--- config.mk ---
export PLATFORM = sky130hd
export DESIGN_NAME = pool_window_sched
export DESIGN_NICKNAME = d
export VERILOG_FILES = /design/src/rtl/pool_window_sched.sv
export SDC_FILE = /design/constraint.sdc
export NUM_CORES = 1
export LEC_CHECK = 0
export ABC_AREA = 1
export CAP_MARGIN = 20
export CELL_PAD_IN_SITES_DETAIL_PLACEMENT = 0
export CELL_PAD_IN_SITES_GLOBAL_PLACEMENT = 1
export CORE_MARGIN = 3
export CORE_UTILIZATION = 29
export DETAILED_ROUTE_END_ITERATION = 8
export GPL_ROUTABILITY_DRIVEN = 1
export PLACE_DENSITY_LB_ADDON = 0.2
export SLEW_MARGIN = 20
export SYNTH_ARGS = -nofsm -noshare
export SYNTH_HDL_FRONTEND = slang
export SYNTH_SLANG_ARGS = --single-unit
--- constraint.sdc ---
create_clock -name clk -period 2.33 [get_ports clk]
set_clock_uncertainty 0.2 [all_clocks]
set_input_delay 0.3495 -clock clk [delete_from_list [all_inputs] [get_ports clk]]
set_output_delay 0.3495 -clock clk [all_outputs]
set_load 0.02 [all_outputs]
--- src/rtl/pool_window_sched.sv ---
// pool_window_sched: walks a square feature map in window-major order for the pooling unit and writes pooled results.
// Build option POOL_SCHED_CH_LOOP_EN adds a num_ch input that repeats the walk per channel.
module pool_window_sched #(
  parameter int DW     = 8,
  parameter int ADDR_W = 12
) (
  input  logic              clk,
  input  logic              rst_n,
  input  logic              start,
  input  logic [4:0]        fm_dim,
  input  logic              k2,
`ifdef POOL_SCHED_CH_LOOP_EN
  input  logic [3:0]        num_ch,
`endif
  input  logic [ADDR_W-1:0] rd_base,
  input  logic [ADDR_W-1:0] wr_base,
  output logic              rd_en,
  output logic [ADDR_W-1:0] rd_addr,
  output logic              pool_en,
  output logic              pool_input_flag,
  output logic [2:0]        pool_kernel_dim2,
  input  logic              pool_output_flag,
  input  logic [2*DW-1:0]   pool_data,
  output logic              wr_en,
  output logic [ADDR_W-1:0] wr_addr,
  output logic [2*DW-1:0]   wr_data,
  output logic              busy,
  output logic              done,
  output logic [1:0]        state_dbg
);

  // Strobe semantics (no backpressure anywhere): rd_en qualifies rd_addr and the
  // buffer returns data one cycle later; wr_en qualifies wr_addr/wr_data in the same cycle.
  typedef enum logic [1:0] {IDLE = 2'd0, RUN = 2'd1, DRAIN = 2'd2, DONE = 2'd3} state_t;
  state_t state;

  logic              kk;
  logic [4:0]        dim, od_m1, wx, wy;
  logic              kx, ky;
  logic [ADDR_W-1:0] win_addr, wrow_addr;
  logic [13:0]       wr_cnt, wr_total, wr_cnt_nxt, total_in;
  logic [4:0]        od_in;
  logic [9:0]        od_sq;
  logic              win_end, row_end, map_end, last_read;
  logic [ADDR_W-1:0] dim_a, kstep, rstep;

  assign od_in = k2 ? {1'b0, fm_dim[4:1]} : fm_dim;
  assign od_sq = {5'b0, od_in} * {5'b0, od_in};

`ifdef POOL_SCHED_CH_LOOP_EN
  logic [3:0]        ch, ch_last, nch_in;
  logic [ADDR_W-1:0] ch_base, fm_sq;
  logic [9:0]        fm_sq_in;
  assign nch_in    = (num_ch == 4'd0) ? 4'd1 : num_ch;
  assign total_in  = {4'b0, od_sq} * {10'b0, nch_in};
  assign fm_sq_in  = {5'b0, fm_dim} * {5'b0, fm_dim};
  assign last_read = win_end && map_end && (ch == ch_last);
`else
  assign total_in  = {4'b0, od_sq};
  assign last_read = win_end && map_end;
`endif

  assign win_end    = !kk || (kx && ky);
  assign row_end    = (wx == od_m1);
  assign map_end    = row_end && (wy == od_m1);
  assign dim_a      = ADDR_W'(dim);
  assign kstep      = kk ? ADDR_W'(2) : ADDR_W'(1);
  assign rstep      = kk ? (dim_a << 1) : dim_a;
  assign wr_cnt_nxt = wr_cnt + {13'b0, pool_output_flag};

  assign wr_en     = pool_output_flag;
  assign wr_data   = pool_data;
  assign state_dbg = state;

  always_ff @(posedge clk or negedge rst_n) begin
    if (!rst_n) begin
      state            <= IDLE;
      rd_en            <= 1'b0;
      rd_addr          <= '0;
      pool_en          <= 1'b0;
      pool_input_flag  <= 1'b0;
      pool_kernel_dim2 <= 3'd4;
      wr_addr          <= '0;
      busy             <= 1'b0;
      done             <= 1'b0;
      kk               <= 1'b0;
      dim              <= '0;
      od_m1            <= '0;
      wx               <= '0;
      wy               <= '0;
      kx               <= 1'b0;
      ky               <= 1'b0;
      win_addr         <= '0;
      wrow_addr        <= '0;
      wr_cnt           <= '0;
      wr_total         <= '0;
`ifdef POOL_SCHED_CH_LOOP_EN
      ch               <= '0;
      ch_last          <= '0;
      ch_base          <= '0;
      fm_sq            <= '0;
`endif
    end else begin
      pool_input_flag <= rd_en;
      if ((state == RUN || state == DRAIN) && pool_output_flag) begin
        wr_addr <= wr_addr + ADDR_W'(1);
        wr_cnt  <= wr_cnt_nxt;
      end
      case (state)
        IDLE: begin
          done <= 1'b0;
          if (start) begin
            kk               <= k2;
            dim              <= fm_dim;
            od_m1            <= od_in - 5'd1;
            pool_kernel_dim2 <= k2 ? 3'd4 : 3'd1;
            wx               <= '0;
            wy               <= '0;
            kx               <= 1'b0;
            ky               <= 1'b0;
            rd_addr          <= rd_base;
            win_addr         <= rd_base;
            wrow_addr        <= rd_base;
            wr_addr          <= wr_base;
            wr_cnt           <= '0;
            wr_total         <= total_in;
`ifdef POOL_SCHED_CH_LOOP_EN
            ch               <= '0;
            ch_last          <= nch_in - 4'd1;
            ch_base          <= rd_base;
            fm_sq            <= ADDR_W'(fm_sq_in);
`endif
            if (od_in == 5'd0) begin
              state <= DONE;
              done  <= 1'b1;
            end else begin
              state   <= RUN;
              rd_en   <= 1'b1;
              pool_en <= 1'b1;
              busy    <= 1'b1;
            end
          end
        end
        RUN: begin
          if (!win_end) begin
            // Inside a 2x2 window: step right, then down-left to the second row.
            if (!kx) begin
              rd_addr <= rd_addr + ADDR_W'(1);
              kx      <= 1'b1;
            end else begin
              rd_addr <= rd_addr + dim_a - ADDR_W'(1);
              kx      <= 1'b0;
              ky      <= 1'b1;
            end
          end else begin
            kx <= 1'b0;
            ky <= 1'b0;
            if (last_read) begin
              rd_en <= 1'b0;
              state <= DRAIN;
            end else if (!row_end) begin
              wx       <= wx + 5'd1;
              win_addr <= win_addr + kstep;
              rd_addr  <= win_addr + kstep;
            end else if (!map_end) begin
              wx        <= '0;
              wy        <= wy + 5'd1;
              wrow_addr <= wrow_addr + rstep;
              win_addr  <= wrow_addr + rstep;
              rd_addr   <= wrow_addr + rstep;
            end
`ifdef POOL_SCHED_CH_LOOP_EN
            else begin
              // Next channel starts a full map further on, with no bubble.
              ch        <= ch + 4'd1;
              wx        <= '0;
              wy        <= '0;
              ch_base   <= ch_base + fm_sq;
              wrow_addr <= ch_base + fm_sq;
              win_addr  <= ch_base + fm_sq;
              rd_addr   <= ch_base + fm_sq;
            end
`endif
          end
        end
        DRAIN: begin
          if (wr_cnt_nxt >= wr_total) begin
            state   <= DONE;
            done    <= 1'b1;
            busy    <= 1'b0;
            pool_en <= 1'b0;
          end
        end
        DONE: begin
          done  <= 1'b0;
          state <= IDLE;
        end
        default: state <= IDLE;
      endcase
    end
  end

endmodule

==> results of run 1 <==
==> flip-flops by register name (all words and copies together) (netlist names) <==
signal and count:
rd_addr 12, ky 1, state_dbg 2, wrow_addr 12
od_m1 5, done 1, wx 5, kk 1
kx 1, pool_kernel_dim2 2, pool_input_flag 1, wy 5
wr_addr 12, rd_en 1, win_addr 12, wr_cnt 14
busy 1, wr_total 9, dim 5
==> report_power, final <==
part           switching, W  internal [W]
logic               0.00724       0.00558
clock network      0.000781      0.000982
registers          0.000866       0.00260
==> critical path, delay by kind of cell <==
kind,cells,cell delay [ns]
buffers and inverters,4,0.34
XOR/XNOR,1,0.15
adder cells (fa/ha/maj),4,1.66
AND/OR/NAND/NOR,4,0.30
AO/OA/AOI/OAI,4,0.45
==> cell usage after synthesis (6+ instances only) <==
master,n
o21ai_0,54
o21ai_2,7
nor2_1,116
buf_4,25
inv_1,158
nand3_1,90
clkbuf_1,14
nand2_1,368
dfrtp_1,101
o21bai_1,6
o21ai_1,25
ha_1,59
xor2_1,26
xnor2_1,11
a21oi_1,45
o211ai_1,6
inv_2,9
nand4_1,19
fa_1,7
==> cell type report <==
class | instances | area, µm²
fillers | 2936 | 15800
multi-input cells | 896 | 5920
flip-flops and latches | 102 | 2560
repair buffers | 271 | 2300
inverters | 171 | 659
well taps | 378 | 473
clock buffers | 10 | 239
clock inverters | 6 | 92.6
==> worst max-delay path by stage <==
| stage | start | end | slack, ns | cells after the start |
|---|---|---|---|---|
| 2_1_floorplan | k2 | wr_total[7] | -1.15 | 17 |
| 3_3_place_gp | k2 | wr_total[7] | -1.80 | 17 |
| 3_5_place_dp | k2 | wr_total[8] | -1.86 | 17 |
| 4_1_cts | k2 | wr_total[8] | -1.0 | 17 |
| 5_1_grt | k2 | wr_total[7] | -1.05 | 17 |
| 6_report | k2 | wr_total[7] | -0.92 | 17 |
==> kinds of logic after synthesis <==
group                    Yosys count  share of synthesized area (%)
AO/OA/AOI/OAI                    163                           11.1
XOR/XNOR                          38                           4.08
adder cells (fa/ha/maj)           66                           10.5
buffers and inverters            219                           11.5
flip-flops                       102                           30.6
multiplexers                       1                          0.120
other                              1                         0.0449
AND/OR/NAND/NOR                  626                           32.0
==> metal layers <==
metal | wire [µm] | GRT usage, % | up-vias
met5 | 0 | 0 | -
met4 | 425 | 4.49 | 0
met3 | 541 | 2.03 | 17
met2 | 14600 | 33.8 | 72
met1 | 12200 | 21.5 | 3945
li1 | - | - | 4315
==> through the flow <==
| stage | cell area [µm²] | power, W |
|---|---|---|
| after floorplan | 8450 | 0.00985 |
| after global placement | 10400 | 0.0138 |
| final | 12200 | 0.0180 |
| after detailed placement | 10400 | 0.0139 |
| after global routing | 12200 | 0.0197 |
| after CTS | 11400 | 0.0162 |
==> repair_timing <==
| item | CTS | global route |
|---|---|---|
| pin swaps | 37 | 103 |
| endpoints found under the setup margin | 50 | 47 |
| hold buffers | 1 | 0 |
| hold endpoints to repair | 31 | 0 |
| gates resized for setup | 96 | 220 |
| setup buffers | 51 | 17 |
| cloned | 0 | 1 |
==> impl_metrics.json, run 1 <==
{
  "hold_violations": 0,
  "cts_root_buf": "clkbuf_16",
  "clock_path_buffers": 2,
  "status": "complete, but fails checks",
  "seq_area_frac_synth_pct": 30.6,
  "crit_chain": "buf_12, buf_8, o21ai_4, inv_2, nand2_2, fa_1, fa_1, fa_1, inv_2, ha_4, a21oi_2, nand2_2, nand2_2, nand2_2, a21oi_2, xor2_1, o21ai_1",
  "yosysTopAreaCellShare_pct": 30.3,
  "fin_crit_ns": 3.25,
  "drc": 0,
  "drt-initial-drc-count": 364,
  "ys_ff_latch": 102,
  "ir_drop_mv": 0.452,
  "clock.fmax_mhz": 308,
  "first_pass_iters": 4,
  "final_util_pct": 43.6,
  "syn_area_mm2": 0.00835,
  "syn_inst": 1216,
  "clk_pin_slew_ns": 0.07,
  "worstPathArrival_ns": 3.26,
  "netlist.top_cell.by_area": "dfrtp_1",
  "synth_area_leaders": "dfrtp_1 (30%), nand2_1 (17%), ha_1 (8.8%), inv_1 (7.1%), nand3_1 (5.4%)",
  "maxSlewHeadroom_pct": 60.3,
  "crit-reg2reg-launch": "wr_cnt[0]",
  "grt_usage_pct": 17.9,
  "grt_pass1_vias": 8532,
  "timing.rr.end": "busy",
  "gp_congestion": 0.812,
  "fin_hold_ws_ns": 0.214,
  "synth.distinct_cells": 49,
  "synth-edff-count": 0,
  "die_w_um": 176,
  "power.leakage_nw": 6.03,
  "num_rows": 61,
  "grt-ovfl-total": 0,
  "cp_max_fo": 4,
  "ios": 101,
  "fin_tns_setup_ns": -6.48,
  "fin_cells": 1834,
  "worstPathRequired_ns": 2.35,
  "maxCapViolCount": 0,
  "avgViaCountPerCell": 4.55,
  "layout_commonest_cell": "nand2_1",
  "violations": "negative setup slack",
  "synth_warnings": 0,
  "dp_cells": 1768,
  "synthFlopType": "dfrtp_1",
  "tightest_slew_ns": 0.596,
  "layout_setup_ws_ns": -0.916,
  "h-tree-depth": 3,
  "holdPathEnd": "dim[1]",
  "worstSetupPathType": "primary input to register",
  "end_kind": "register",
  "min_period_over_period_pct": 139,
  "drtAntennaViolNets": 0,
  "core_mm2": 0.0281,
  "slowest_delay_ns": 0.52,
  "min_from": "fm_dim[1]",
  "slew_violations": 0,
  "area_growth_pct": 46.7,
  "numCtsBuffers": 9,
  "antenna_cells": 0,
  "vias": 8349,
  "mostFrequentLayoutCells": "nand2_1 (296), buf_4 (181), inv_1 (139)",
  "io_buffer_count": 67,
  "crit_top_cell": "nand2_2",
  "r2r_slack_ns": -0.30,
  "dieArea_mm2": 0.0308,
  "grt_pass1_wl_um": 44300,
  "reg2regPathDepth": 17,
  "hold_path_depth": 4,
  "initial_core_util_pct": 29.7,
  "grt_max_degree": 58,
  "clock_latency_ns": 0.36,
  "antenna_found_initial": 0,
  "cts_tree": "done",
  "drive_gt1_share_pct": 33.8,
  "avgSynthCellArea_um2": 6.86,
  "rsz0062_at_grt": "yes",
  "clock_sinks": 102,
  "setup_violations": 19,
  "start_kind": "primary input",
  "syn_nets": 1332,
  "p_per_area_mw_per_mm2": 1470,
  "num-nets-final": 1567,
  "synthArstFlopShare_pct": 100,
  "die_h_um": 176,
  "dp_hpwl_um": 20500,
  "cp_slowest_cell": "fa_1",
  "wl_per_cell_um": 15.1,
  "pre_cts_ws_ns": -1.86,
  "finalWirelength_um": 27700,
  "hold_path.class": "primary input to register"
}
(Power assumes the default switching activity.)
==> inputs of run 2 (changes only) <==
Settings changed: REMOVE_ABC_BUFFERS from default to 1.
==> impl_metrics.json, run 2 (same netlist as run 1, synthesis figures left out) <==
{
  "grt_pass1_wl_um": 43700,
  "fin_crit_ns": 3.23,
  "finalWirelength_um": 27500,
  "area_growth_pct": 48.0,
  "final_util_pct": 44.0,
  "die_h_um": 176,
  "dp_hpwl_um": 19900,
  "drc": 0,
  "maxCapViolCount": 0,
  "start_kind": "primary input",
  "antenna_found_initial": 0,
  "io_buffer_count": 67,
  "p_per_area_mw_per_mm2": 1440,
  "cp_slowest_cell": "fa_1",
  "num_rows": 61,
  "clkPwrFrac_pct": 8.8,
  "mostFrequentLayoutCells": "nand2_1 (299), buf_4 (185), inv_1 (136)",
  "internal_power_w": 0.00901,
  "hold_violations": 0,
  "grt_pass1_vias": 8440,
  "ios": 101,
  "grt_max_degree": 58,
  "cp_max_fo": 4,
  "clock.fmax_mhz": 310,
  "seq_power_share_pct": 19.4,
  "drt-initial-drc-count": 346,
  "grt-ovfl-total": 0,
  "status": "complete, but fails checks",
  "p_comb_share_pct": 71.8,
  "clock_sinks": 102,
  "largest_reg_flops": 14,
  "crit_chain": "buf_12, inv_6, nand2_2, o21ai_4, inv_2, nand2_2, fa_1, fa_1, fa_1, inv_2, ha_4, a21oi_2, nand2_2, nand2_2, nand2_1, a21oi_2, xor2_1, o21ai_1",
  "drive_gt1_share_pct": 33.4,
  "die_w_um": 176,
  "p_sw_share_pct": 49.5,
  "clock_latency_ns": 0.37,
  "initial_core_util_pct": 29.7,
  "fin_tns_setup_ns": -7.75,
  "min_period_over_period_pct": 139,
  "gp_congestion": 0.818,
  "dieArea_mm2": 0.0308,
  "crit_top_cell": "nand2_2",
  "rsz0062_at_grt": "yes",
  "core_mm2": 0.0281,
  "hold_path.class": "primary input to register",
  "drtAntennaViolNets": 0,
  "violations": "negative setup slack",
  "clock_path_buffers": 2,
  "ir_drop_mv": 0.763,
  "max_flop_register": "wr_cnt",
  "layout_commonest_cell": "nand2_1",
  "grt_usage_pct": 17.8,
  "worstSetupPathType": "primary input to register",
  "setup_violations": 23,
  "layout_setup_ws_ns": -0.898,
  "end_kind": "register",
  "avgViaCountPerCell": 4.60,
  "h-tree-depth": 3,
  "p_sw_w": 0.00882,
  "antenna_cells": 0,
  "cts_root_buf": "clkbuf_16",
  "worstPathRequired_ns": 2.39,
  "slew_violations": 0,
  "first_pass_iters": 5,
  "numCtsBuffers": 9,
  "wl_per_cell_um": 14.9,
  "power.leakage_nw": 6.14,
  "vias": 8505,
  "clk_pin_slew_ns": 0.08,
  "num-nets-final": 1583,
  "worstPathArrival_ns": 3.29,
  "slowest_delay_ns": 0.52,
  "cts_tree": "done"
}
## run 2: changes by cell type in the layout (fill, tap and decap cells not counted), moves of 6 or more
| cell | before | now |
|---|---|---|
| buf_12 | 2 | 8 |
| buf_6 | 19 | 30 |
| nand2_2 | 63 | 54 |
| nand2_4 | 14 | 20 |
| nor2_1 | 96 | 104 |
| nor2_2 | 14 | 8 |
## run 2: worst paths after layout
check	start	to	slack [ns]	depth (start not counted)
max	k2	wr_total[7]	-0.90	18
min	fm_dim[2]	dim[2]	0.13	4
max reg2reg	wr_cnt[0]	state_dbg[0]	-0.41	17
min reg2reg	rd_en	pool_input_flag	0.28	0
max in group asynchronous	rst_n	wx[1]	1.03	4
min in group asynchronous	rst_n	win_addr[1]	0.25	2
## run 2: per-layer routing
layer / up-vias / GRT usage (%) / part of all wire, %
met1: 3978 / 21.9 / 44
met5: - / 0 / 0
met2: 142 / 31.7 / 51
met4: 0 / 5.18 / 2.4
met3: 34 / 2.98 / 3.1
li1: 4351 / - / -
## run 2: timing repair
action	4_1_cts	5_1_grt
resized for setup	200	129
pin swaps	88	87
hold buffers	1	0
endpoints found under the setup margin	37	44
setup buffers	52	26
cloned	0	0
hold endpoints to repair	21	0
## run 2: final cells by class
cell class | count | area [µm²]
fill | 2894 | 15700
inverter | 171 | 657
sequential | 102 | 2550
timing repair buffer | 288 | 2540
clock inverter | 7 | 63.8
clock buffer | 9 | 225
tap | 378 | 473
multi-input combinational | 895 | 5840
## run 2: power groups by stage
stage          registers, W  clock network [W]  logic (W)
2_1_floorplan       0.00364                  0    0.00582
3_3_place_gp        0.00343                  0     0.0102
3_5_place_dp        0.00342                  0     0.0103
4_1_cts             0.00344            0.00163     0.0116
5_1_grt             0.00359            0.00170     0.0142
6_report            0.00346            0.00157     0.0128
## run 2: per-stage QoR
stage / worst slack, ns / std cells / hold slack, ns / area (µm²) / total power [W]
2_1_floorplan: -1.42 / 1168 / -0.146 / 8030 / 0.00946
3_3_place_gp: -1.89 / 1761 / 0.106 / 10400 / 0.0137
3_5_place_dp: -1.91 / 1761 / 0.122 / 10400 / 0.0137
4_1_cts: -0.861 / 1829 / 0.123 / 11700 / 0.0167
5_1_grt: -1.05 / 1850 / 0.175 / 12400 / 0.0195
6_report: -0.898 / 1850 / 0.133 / 12400 / 0.0178
## run 2: critical path, delay by kind of cell
kind | cells | cell delay, ns
buffers and inverters | 4 | 0.29
xor gates and xnor gates | 1 | 0.15
adders and majority gates | 4 | 1.70
and+or+nand+nor | 5 | 0.35
AOI/OAI and AO/OA | 4 | 0.42
==> inputs of run 3 (changes only) <==
Settings changed: PLACE_DENSITY_LB_ADDON 0.2 to 0.1.
==> impl_metrics.json, run 3 (same netlist as run 1, synthesis figures left out) <==
{
  "clock_latency_ns": 0.36,
  "power.leakage_nw": 6.22,
  "area_growth_pct": 50.4,
  "io_buffer_count": 67,
  "crit-reg2reg-launch": "wr_cnt[0]",
  "antenna_found_initial": 0,
  "cp_max_fo": 5,
  "fin_cells": 1849,
  "setup_violations": 18,
  "min_period_over_period_pct": 142,
  "dp_cells": 1760,
  "r2r_slack_ns": -0.31,
  "finalWirelength_um": 28000,
  "avgViaCountPerCell": 4.60,
  "stdcell_area_mm2": 0.0126,
  "layout_setup_ws_ns": -0.967,
  "tightest_slew_ns": 0.519,
  "clock_path_buffers": 2,
  "antenna_cells": 0,
  "clock.fmax_mhz": 303,
  "hold_path_depth": 4,
  "rsz0062_at_grt": "yes",
  "grt-ovfl-total": 0,
  "dp_hpwl_um": 20500,
  "maxCapViolCount": 0,
  "grt_max_degree": 58,
  "drt-initial-drc-count": 365,
  "end_kind": "register",
  "die_w_um": 176,
  "num_rows": 61,
  "grt_usage_pct": 18.2,
  "ir_drop_mv": 0.597,
  "reg2regPathDepth": 17,
  "gp_congestion": 0.817,
  "wl_per_cell_um": 15.2,
  "drtAntennaViolNets": 0,
  "p_per_area_mw_per_mm2": 1490,
  "fill_cells": 2964,
  "mostFrequentLayoutCells": "nand2_1 (286), buf_4 (185), inv_1 (139)",
  "seqCellArea_mm2": 0.00255,
  "first_pass_iters": 5,
  "critPathTopFamily": "adder cells",
  "pre_cts_ws_ns": -1.95,
  "vias": 8502,
  "crit_chain": "buf_12, buf_8, nor2_4, nand2_2, fa_1, fa_1, fa_1, inv_2, ha_4, a21oi_4, nand2_2, nand2_2, nand2_2, a21oi_2, xor2_1, o21ai_1",
  "worstPathArrival_ns": 3.34,
  "num-nets-final": 1582,
  "min_from": "fm_dim[4]",
  "status": "complete, but fails checks",
  "largest_reg_flops": 14,
  "cp_slowest_cell": "fa_1",
  "drc": 0,
  "cts_root_buf": "clkbuf_16",
  "fin_crit_ns": 3.30,
  "grt_pass1_vias": 8601,
  "numCtsBuffers": 9,
  "clock_sinks": 102,
  "worstSetupPathDepth": 16,
  "dieArea_mm2": 0.0308,
  "place_area_mm2": 0.0104,
  "multi_input_area_mm2": 0.00601,
  "max_flop_register": "wr_cnt",
  "h-tree-depth": 3,
  "crit_path_start": "k2",
  "cts_tree": "done",
  "initial_core_util_pct": 29.7,
  "crit_top_cell": "nand2_2",
  "slowest_delay_ns": 0.59,
  "worstPathRequired_ns": 2.38,
  "hold_violations": 0,
  "layout_commonest_cell": "nand2_1",
  "drive_gt1_share_pct": 34.3,
  "worstSetupPathType": "primary input to register",
  "violations": "negative setup slack",
  "slew_violations": 0,
  "hold_path.class": "primary input to register",
  "ios": 101,
  "start_kind": "primary input",
  "maxSlewHeadroom_pct": 65.4,
  "path_buf_inv": 3,
  "core_mm2": 0.0281,
  "die_h_um": 176,
  "grt_pass1_wl_um": 45000,
  "clk_pin_slew_ns": 0.08
}
[run 3: cell count changes in the layout (fill, tap and decap cells not counted), sizes merged]
cell      previous run  this run
buf                226       225
clkinvlp             1         0
bufinv               0         2
clkinv               4         2
inv                173       174
[run 3: worst register-to-register path, delay by kind of cell, from the launching register on]
family                   cells  cell delay [ns]
AND/OR/NAND/NOR             11             0.96
AO/OA/AOI/OAI                1             0.18
buffers and inverters        2             0.21
flip-flops                   1             0.41
adder cells (fa/ha/maj)      2             0.40
XOR/XNOR                     1             0.19
[run 3: power breakdown]
part | internal (W) | switching [W] | total [W]
Combinational | 0.00601 | 0.00740 | 0.0134
Clock | 0.000973 | 0.000821 | 0.00179
Sequential | 0.00260 | 0.000877 | 0.00347
[run 3: path summary, 6_finish.rpt]
kind	to
max in group asynchronous	wy[2]
hold reg to reg	pool_kernel_dim2[2]
setup / recovery	wr_total[7]
min in group asynchronous	win_addr[8]
hold / removal	dim[4]
setup reg to reg	state_dbg[1]
[run 3: per-stage QoR]
| stage | util [%] | power, W | setup TNS, ns | hold WS (ns) |
|---|---|---|---|---|
| 2_1_floorplan | - | 0.00946 | -39.54 | -0.146 |
| 3_3_place_gp | 36.9 | 0.0139 | -20.75 | 0.158 |
| 3_5_place_dp | 36.9 | 0.0139 | -21.17 | 0.158 |
| 4_1_cts | 42.0 | 0.0171 | -7.66 | 0.179 |
| 5_1_grt | 44.7 | 0.0204 | -11.45 | 0.214 |
| 6_report | 44.7 | 0.0187 | -7.73 | 0.206 |
[run 3: area by class of cell]
type / instances / area share [%]
clock buffers: 9 / 1.79
well taps: 378 / 3.77
clock inverters: 7 / 0.867
flip-flops and latches: 102 / 20.4
multi-input cells: 895 / 47.9
repair buffers: 287 / 20.1
inverters: 171 / 5.23
[run 3: timing repair]
action	CTS	global route
hold buffers	1	0
pin swaps	82	102
resized for setup	184	165
buffers inserted	63	20
setup endpoints to repair	40	46
endpoints found under the hold margin	28	0
[run 3: routing by layer]
layer	vias to the layer above	GRT usage [%]	wire, µm
met4	0	5.81	641
met2	141	33.2	14500
met1	3990	22.0	12100
met5	-	0	0
li1	4339	-	-
met3	32	2.64	800
